`src/rtl/uart_tx_arb.sv`:
```
// ---------------------------------------------------------------------------
// uart_tx_arb
//
// Shares one UART TX FIFO write port between a keyboard byte stream and a
// mouse report stream. The keyboard source is a first-word-fall-through FIFO
// that is popped with rd_kb. Mouse reports arrive as single-cycle ticks and
// are parked in a one-entry holding register until they are granted. Once
// granted, a mouse packet is sent without interruption.
//
// Build option:
//   UART_ARB_HEX_MS_EN  defined   -> each mouse byte is sent as two uppercase
//                                    ASCII hex characters, followed by CR LF
//                                    (8 bytes per packet)
//                       undefined -> the 3 raw mouse bytes are sent
//                                    (3 bytes per packet)
//
// Ports:
//   clk           in   system clock, rising edge
//   reset         in   asynchronous, active-high reset
//   kb_buf_empty  in   keyboard FIFO empty flag
//   kb_data[7:0]  in   keyboard FIFO head byte (valid while not empty)
//   rd_kb         out  one-cycle pop strobe to the keyboard FIFO (registered)
//   ms_valid      in   one-cycle mouse report tick
//   ms_pkt[23:0]  in   mouse report, byte0 = [7:0], byte2 = [23:16]
//   tx_full       in   UART TX FIFO full flag
//   wr_uart       out  one-cycle write strobe to the UART TX FIFO (registered)
//   w_data[7:0]   out  byte written with wr_uart (registered, 0 when idle)
//   ms_ovf        out  sticky flag, set when a mouse report was dropped
// ---------------------------------------------------------------------------
module uart_tx_arb (
    input  logic        clk,
    input  logic        reset,
    input  logic        kb_buf_empty,
    input  logic [7:0]  kb_data,
    output logic        rd_kb,
    input  logic        ms_valid,
    input  logic [23:0] ms_pkt,
    input  logic        tx_full,
    output logic        wr_uart,
    output logic [7:0]  w_data,
    output logic        ms_ovf
);

`ifdef UART_ARB_HEX_MS_EN
    localparam logic [2:0] LAST_IDX = 3'd7;
`else
    localparam logic [2:0] LAST_IDX = 3'd2;
`endif

    typedef enum logic [1:0] {
        ST_IDLE = 2'd0,
        ST_KB   = 2'd1,
        ST_MS   = 2'd2
    } state_t;

    state_t      r_state;
    state_t      w_next_state;

    logic [23:0] r_hold;       // mouse holding register
    logic        r_ms_pend;    // holding register contains an unsent report
    logic        r_ms_ovf;
    logic [23:0] r_shift;      // packet currently being transmitted
    logic [2:0]  r_cnt;        // byte index within the mouse packet
    logic        r_last_ms;    // 1: last grant went to the mouse
    logic        r_wr;
    logic        r_rd;
    logic [7:0]  r_data;

    logic        w_kb_req;
    logic        w_ms_req;
    logic        w_grant_kb;
    logic        w_grant_ms;
    logic        w_wr_nxt;
    logic        w_rd_nxt;
    logic [7:0]  w_data_nxt;
    logic [2:0]  w_cnt_nxt;
    logic [7:0]  w_ms_byte;

    // Uppercase ASCII hex character for one nibble.
    function automatic logic [7:0] hex_char(input logic [3:0] nib);
        if (nib < 4'd10) begin
            return {4'h3, nib};
        end else begin
            return 8'h37 + {4'h0, nib};
        end
    endfunction

    // While the pop strobe is out, the FIFO still shows the byte being
    // popped; masking avoids granting that same byte a second time.
    assign w_kb_req = ~kb_buf_empty & ~r_rd;
    assign w_ms_req = r_ms_pend;

    // Round-robin arbitration, only evaluated in IDLE.
    always_comb begin
        w_grant_kb = 1'b0;
        w_grant_ms = 1'b0;
        if (r_state == ST_IDLE) begin
            if (w_kb_req && w_ms_req) begin
                if (r_last_ms) begin
                    w_grant_kb = 1'b1;
                end else begin
                    w_grant_ms = 1'b1;
                end
            end else if (w_kb_req) begin
                w_grant_kb = 1'b1;
            end else if (w_ms_req) begin
                w_grant_ms = 1'b1;
            end else begin
                w_grant_kb = 1'b0;
                w_grant_ms = 1'b0;
            end
        end else begin
            w_grant_kb = 1'b0;
            w_grant_ms = 1'b0;
        end
    end

    // Selects the outgoing mouse byte for the current byte index.
    always_comb begin
        w_ms_byte = 8'h00;
`ifdef UART_ARB_HEX_MS_EN
        case (r_cnt)
            3'd0:    w_ms_byte = hex_char(r_shift[7:4]);
            3'd1:    w_ms_byte = hex_char(r_shift[3:0]);
            3'd2:    w_ms_byte = hex_char(r_shift[15:12]);
            3'd3:    w_ms_byte = hex_char(r_shift[11:8]);
            3'd4:    w_ms_byte = hex_char(r_shift[23:20]);
            3'd5:    w_ms_byte = hex_char(r_shift[19:16]);
            3'd6:    w_ms_byte = 8'h0D;
            3'd7:    w_ms_byte = 8'h0A;
            default: w_ms_byte = 8'h00;
        endcase
`else
        case (r_cnt)
            3'd0:    w_ms_byte = r_shift[7:0];
            3'd1:    w_ms_byte = r_shift[15:8];
            3'd2:    w_ms_byte = r_shift[23:16];
            default: w_ms_byte = 8'h00;
        endcase
`endif
    end

    // Next-state and next-output logic of the arbiter FSM.
    always_comb begin
        w_next_state = r_state;
        w_wr_nxt     = 1'b0;
        w_rd_nxt     = 1'b0;
        w_data_nxt   = 8'h00;
        w_cnt_nxt    = r_cnt;
        case (r_state)
            ST_IDLE: begin
                if (w_grant_kb) begin
                    w_next_state = ST_KB;
                end else if (w_grant_ms) begin
                    w_next_state = ST_MS;
                    w_cnt_nxt    = 3'd0;
                end else begin
                    w_next_state = ST_IDLE;
                end
            end
            ST_KB: begin
                if (kb_buf_empty) begin
                    // Source vanished; never pop an empty FIFO.
                    w_next_state = ST_IDLE;
                end else if (!tx_full) begin
                    w_wr_nxt     = 1'b1;
                    w_rd_nxt     = 1'b1;
                    w_data_nxt   = kb_data;
                    w_next_state = ST_IDLE;
                end else begin
                    w_next_state = ST_KB;
                end
            end
            ST_MS: begin
                if (!tx_full) begin
                    w_wr_nxt   = 1'b1;
                    w_data_nxt = w_ms_byte;
                    if (r_cnt == LAST_IDX) begin
                        w_cnt_nxt    = 3'd0;
                        w_next_state = ST_IDLE;
                    end else begin
                        w_cnt_nxt    = r_cnt + 3'd1;
                        w_next_state = ST_MS;
                    end
                end else begin
                    w_next_state = ST_MS;
                end
            end
            default: begin
                w_next_state = ST_IDLE;
                w_cnt_nxt    = 3'd0;
            end
        endcase
    end

    // FSM state register and byte counter.
    always_ff @(posedge clk or posedge reset) begin
        if (reset) begin
            r_state <= ST_IDLE;
            r_cnt   <= 3'd0;
        end else begin
            r_state <= w_next_state;
            r_cnt   <= w_cnt_nxt;
        end
    end

    // Registered UART write port and keyboard pop strobe.
    always_ff @(posedge clk or posedge reset) begin
        if (reset) begin
            r_wr   <= 1'b0;
            r_rd   <= 1'b0;
            r_data <= 8'h00;
        end else begin
            r_wr   <= w_wr_nxt;
            r_rd   <= w_rd_nxt;
            r_data <= w_data_nxt;
        end
    end

    // Mouse holding register, pending/overflow flags and transmit copy.
    // A grant frees the holding register in the same cycle, so a report
    // arriving then is captured rather than dropped.
    always_ff @(posedge clk or posedge reset) begin
        if (reset) begin
            r_hold    <= 24'h000000;
            r_shift   <= 24'h000000;
            r_ms_pend <= 1'b0;
            r_ms_ovf  <= 1'b0;
        end else begin
            if (w_grant_ms) begin
                r_shift <= r_hold;
            end else begin
                r_shift <= r_shift;
            end
            if (ms_valid && (!r_ms_pend || w_grant_ms)) begin
                r_hold    <= ms_pkt;
                r_ms_pend <= 1'b1;
            end else if (ms_valid) begin
                r_ms_ovf  <= 1'b1;
            end else if (w_grant_ms) begin
                r_ms_pend <= 1'b0;
            end else begin
                r_ms_pend <= r_ms_pend;
            end
        end
    end

    // Round-robin history: remembers which requester was granted last.
    always_ff @(posedge clk or posedge reset) begin
        if (reset) begin
            r_last_ms <= 1'b1;
        end else if (w_grant_kb) begin
            r_last_ms <= 1'b0;
        end else if (w_grant_ms) begin
            r_last_ms <= 1'b1;
        end else begin
            r_last_ms <= r_last_ms;
        end
    end

    assign wr_uart = r_wr;
    assign rd_kb   = r_rd;
    assign w_data  = r_data;
    assign ms_ovf  = r_ms_ovf;

endmodule

```
`config.mk`:
```
export PLATFORM = sky130hd
export DESIGN_NAME = uart_tx_arb
export DESIGN_NICKNAME = d
export VERILOG_FILES = /design/src/rtl/uart_tx_arb.sv
export SDC_FILE = /design/constraint.sdc
export NUM_CORES = 1
export LEC_CHECK = 0
export CAP_MARGIN = 0
export CORE_MARGIN = 2
export CORE_UTILIZATION = 45
export CTS_BUF_LIST = sky130_fd_sc_hd__clkbuf_8
export DETAILED_ROUTE_END_ITERATION = 16
export PLACE_DENSITY = 0.69
export SKIP_LAST_GASP = 1
export SYNTH_ARGS = -nofsm -noshare
export SYNTH_HDL_FRONTEND = slang
export SYNTH_SLANG_ARGS = --single-unit
```
`constraint.sdc`:
```
create_clock -name clk -period 6.5 [get_ports clk]
set_clock_uncertainty 0.15 [all_clocks]
set_input_delay 1.3 -clock clk [delete_from_list [all_inputs] [get_ports clk]]
set_output_delay 1.3 -clock clk [all_outputs]
set_load 0.05 [all_outputs]
```
==> results of run 1 <==
[worst paths after layout]
path / endpoint / depth (start not counted) / startpoint / slack, ns
max in group asynchronous: w_data[5] / 3 / reset / 4.32
setup / recovery: r_hold[4] / 4 / kb_buf_empty / 3.32
min in group asynchronous: r_hold[6] / 3 / reset / 1.35
hold / removal: ms_ovf / 1 / ms_ovf / 0.31
hold reg to reg: ms_ovf / 1 / ms_ovf / 0.31
setup reg to reg: r_hold[4] / 5 / r_state[0] / 4.01
[cell type report]
cell class,instances,share of cell area
repair buffers,48,0.132
clock inverters,7,0.0127
clock buffers,9,0.0341
inverters,7,0.00723
flip-flops and latches,66,0.455
well taps,77,0.0265
multi-input cells,120,0.333
[power by group through the flow]
stage	sequential, mW	combinational [mW]	clock (mW)
2_1_floorplan	0.747	0.532	0
3_3_place_gp	0.740	0.693	0
3_5_place_dp	0.746	0.708	0
4_1_cts	0.740	0.712	0.308
5_1_grt	0.764	0.767	0.329
6_report	0.737	0.703	0.299
[kinds of logic (layout without fill, tap and decap cells)]
logic type,Yosys count,after routing,synth area share
adder cells (fa/ha/maj),4,4,0.0170
AO/OA/AOI/OAI,33,33,0.0975
multiplexers,56,56,0.237
flip-flops,66,66,0.562
buffers and inverters,16,71,0.0294
AND/OR/NAND/NOR,27,27,0.0574
[metrics by stage]
stage / hold WS, ns / cells
2_1_floorplan: 0.308 / 202
3_3_place_gp: 0.296 / 318
3_5_place_dp: 0.298 / 318
4_1_cts: 0.320 / 334
5_1_grt: 0.334 / 334
6_report: 0.315 / 334
[Yosys cell counts, drive strengths merged, types with 2 or more instances]
cell     instances  share of area
dfrtp           65           0.55
a21oi            2         0.0034
mux2            48           0.21
nand2b           4         0.0085
nor2             7         0.0098
nor2b            3         0.0064
a22o             8          0.024
mux2i            8          0.027
clkbuf           4         0.0055
nand3            3         0.0068
o31ai            3         0.0077
o2bb2ai          8          0.024
inv              7         0.0089
ha               4          0.017
nand2            3         0.0038
buf              5          0.015
[critical path, stage by stage]
cell and delay [ns]:
clkdlybuf4s50_1 0.57, nor3b_2 0.10, o22ai_4 0.86, mux2_2 0.42
[registers in the layout, indices dropped and copies added (netlist names), 2 cells and up]
register,count
r_cnt,3
r_state,2
r_shift,24
r_hold,24
w_data,8
[per-layer routing]
layer | part of all wire | wire length [um] | GRT usage
met1 | 0.49 | 2710 | 0.235
met3 | 0.053 | 294 | 0.0642
met2 | 0.44 | 2460 | 0.246
met4 | 0.014 | 75 | 0.0606
met5 | 0 | 0 | 0
==> flow_summary.toml, run 1 <==
[synth]
syn_area_per_cell_um2 = 14.6
synth_cells = 202
yosysSeqAreaShare = 0.562
synth_fp_nets = 243
syn_area_um2 = 2940
synth_seq_cells = 66
synthFlopType = "dfrtp_1"
synth_edf_count = 0
synth_cell_type_count = 42
yosys_warnings = 0
synth-async-reset-ratio = 1.00

[final_layout]
nets = 293
fillers = 516
drive_gt1_frac = 0.261
num_antenna_cells = 0
final_area_um2 = 3630
final_cell_mix = "65 x dfrtp_1, 47 x clkdlybuf4s50_1, 20 x mux2_4, 19 x mux2_2"
fin_util = 0.572
area_delta_synth_final_pct = 23.5
multi_input_area_um2 = 1210
final_common_cell = "dfrtp_1"
seq_area_um2 = 1650

[clock_network]
cts_buffer_depth = 2
cts.sinks = 66
htree_levels = 3
cts_buffers = 9
cts_tree = "yes"
cts_setup_buffers = 0
path_clk_slew_ns = 0.08
root_buffer = "clkbuf_8"
insertion_delay_ns = 0.34
hold_buffers = 0
cts_resized = 0

[pwr]
p_clk_frac = 0.172
power_switching_mw = 0.611
comb_power_share = 0.404
swShare = 0.351
p_leak_nw = 1.55
powerDensity_nw_per_um2 = 479
pwr-share-seq = 0.424
total_power_mw = 1.74
vdd_drop_max_uv = 298
p_int_mw = 1.13

[critical_path]
cp_max_fo = 24
worstPathArrival_ns = 3.26
crit_path_end_kind = "flip-flop"
crit_type = "in -> reg"
cp.required_ns = 6.58
start_kind = "primary input"

[drt]
dr.pass1.iters = 4
wl_per_cell_um = 16.6
vias = 1781
viasPerCell = 5.33
ant_nets = 0
drt_wl_total_mm = 5.54
drc = 0
first_iter_violations = 92

[grt]
grt_antenna_before_repair = 0
grt_max_degree = 67
track_usage = 0.170
first_global_vias = 1859
grt_pass1_wl_mm = 9.14
overflow = 0

[timing]
fin_ws_ns = 3.32
hold_viol = 0
min_period_over_period = 0.489
rsz0062_at_grt = "false"
fin_setup_tns_ns = 0
layout_min_cycle_time_ns = 3.18
fmax_ghz = 0.315
setup_viol = 0
max_slew_margin = 0.232
tightest_slew_ns = 1.15
slew_violations = 0

[die]
die_h_um = 84.8
row_count = 29
die-area_um2 = 7200
core_um2 = 6350
start_util = 0.463
ios = 48
die_width_um = 84.8

[place]
dp_hpwl_mm = 3.72
io_buffers = 47
preCtsSetupSlack_ns = 2.95
gp_congestion = 0.759
placed_area_um2 = 3460

[outcome]
outcome = "complete, no violations"

[worst_hold_path]
hp-class = "reg -> reg"

[job]
drv_cap = 0
(Power assumes the default switching activity.)
==> run 2, diff against run 1 <==
==> constraint.sdc (replaced) <==
create_clock -name clk -period 3.1 [get_ports clk]
set_clock_uncertainty 0.15 [all_clocks]
set_input_delay 0.62 -clock clk [delete_from_list [all_inputs] [get_ports clk]]
set_output_delay 0.62 -clock clk [all_outputs]
set_load 0.05 [all_outputs]
==> run 2 against run 1 <==
  * Die area stayed put
  * Clock-buffer cell count is 1 higher
  * Total power is 110% higher
  * Largest cell class unchanged
  * Largest power group unchanged
==> flow_summary.toml, run 2 (same netlist as run 1, synthesis figures left out) <==
[outcome]
outcome = "complete, no violations"

[clock_network]
cts_tree = "yes"
htree_levels = 3
cts_buffers = 9
cts_setup_buffers = 0
path_clk_slew_ns = 0.07
cts.sinks = 66
root_buffer = "clkbuf_8"
insertion_delay_ns = 0.34
cts_buffer_depth = 2
cts_resized = 0
hold_buffers = 0

[drt]
vias = 1790
dr.pass1.iters = 4
drt_wl_total_mm = 5.58
ant_nets = 0
drc = 0
wl_per_cell_um = 16.7
first_iter_violations = 178
viasPerCell = 5.34

[die]
die_h_um = 84.8
die-area_um2 = 7200
row_count = 29
ios = 48
die_width_um = 84.8
core_um2 = 6350
start_util = 0.463

[critical_path]
cp_max_fo = 5
max_stage_delay_ns = 0.82
cp.required_ns = 2.33
worstPathArrival_ns = 1.57
crit_type = "reg -> out"
worst-path-buf-inv = 1
critPathSlowestCell = "clkdlybuf4s50_1"
cp_top_family = "buffers and inverters"
crit_path_end_kind = "primary output"
crit_chain = "clkdlybuf4s50_1"
start_kind = "flip-flop"

[pwr]
p_clk_frac = 0.165
powerDensity_nw_per_um2 = 996
power_switching_mw = 1.25
swShare = 0.342
pwr-share-seq = 0.427
comb_power_share = 0.408
p_int_mw = 2.40
p_leak_nw = 1.58
vdd_drop_max_uv = 537

[final_layout]
final_area_um2 = 3660
fin_util = 0.576
final_cell_mix = "65 x dfrtp_1, 47 x clkdlybuf4s50_1, 20 x mux2_4, 19 x mux2_2, 10 x clkbuf_8"
area_delta_synth_final_pct = 24.4
nets = 294
drive_gt1_frac = 0.252
num_antenna_cells = 0
final_common_cell = "dfrtp_1"

[timing]
fin_setup_tns_ns = 0
hold_viol = 0
tightest_slew_ns = 0.658
fin_ws_ns = 0.757
min_period_over_period = 0.756
hold_ws_ns = 0.312
setup_viol = 0
rsz0062_at_grt = "false"
slew_violations = 0
max_slew_margin = 0.561
layout_min_cycle_time_ns = 2.34
fmax_ghz = 0.427

[place]
dp_hpwl_mm = 3.92
placed_area_um2 = 3490
gp_congestion = 0.784
io_buffers = 47
preCtsSetupSlack_ns = 0.498

[grt]
grt_antenna_before_repair = 0
track_usage = 0.168
overflow = 0
grt_max_degree = 67
first_global_vias = 1821
grt_pass1_wl_mm = 9.02

[job]
drv_cap = 0

[worst_hold_path]
hp-class = "reg -> reg"
[run 2: cell count changes in the layout (fill, tap and decap cells not counted)]
cell / delta
buf_4: -1
buf_12: +2
clkinv_4: -1
clkbuf_8: +1
clkinvlp_4: -3
inv_1: +3
[run 2: worst reg2reg max path, delay by kind of cell, from the launching register on]
kind	cells	cell delay, ns
compound gates	1	0.39
fa+ha+maj	1	0.31
buf+inv	2	0.34
flops	1	0.41
mux	1	0.32
simple gates	1	0.14
[run 2: layout make-up]
cell class              instances  area (um2)
repair buffers                 49         510
multi-input cells             120        1210
inverters                       7        26.3
clock buffers                  10         138
fillers                       508        2690
clock inverters                 6        26.3
well taps                      77        96.3
flip-flops and latches         66        1650
[run 2: worst paths after layout]
path / startpoint / end / slack [ns] / cells past startpoint
setup reg to reg: r_state[0] / r_hold[8] / 0.93 / 6
max in group asynchronous: reset / r_last_ms / 1.96 / 3
setup / recovery: rd_kb / rd_kb / 0.76 / 1
hold reg to reg: ms_ovf / ms_ovf / 0.31 / 1
min in group asynchronous: reset / r_hold[14] / 0.49 / 3
hold / removal: ms_ovf / ms_ovf / 0.31 / 1
[run 2: layer usage]
layer | up-vias | global-route usage | share of wire
li1 | 839 | - | -
met1 | 886 | 0.220 | 0.46
met2 | 58 | 0.263 | 0.47
met3 | 7 | 0.0496 | 0.057
met4 | 0 | 0.0722 | 0.011
met5 | - | 0 | 0
[run 2: stage by stage]
stage	instances	power, mW
floorplan	202	2.68
global placement	319	3.03
detailed placement	319	3.07
CTS	335	3.69
global route	335	3.88
finish	335	3.64
[run 2: power groups by stage]
stage / Combinational [mW] / Clock (mW) / Sequential [mW]
floorplan: 1.11 / 0 / 1.57
global placement: 1.47 / 0 / 1.56
detailed placement: 1.50 / 0 / 1.57
CTS: 1.51 / 0.626 / 1.56
global route: 1.61 / 0.663 / 1.61
finish: 1.49 / 0.602 / 1.56
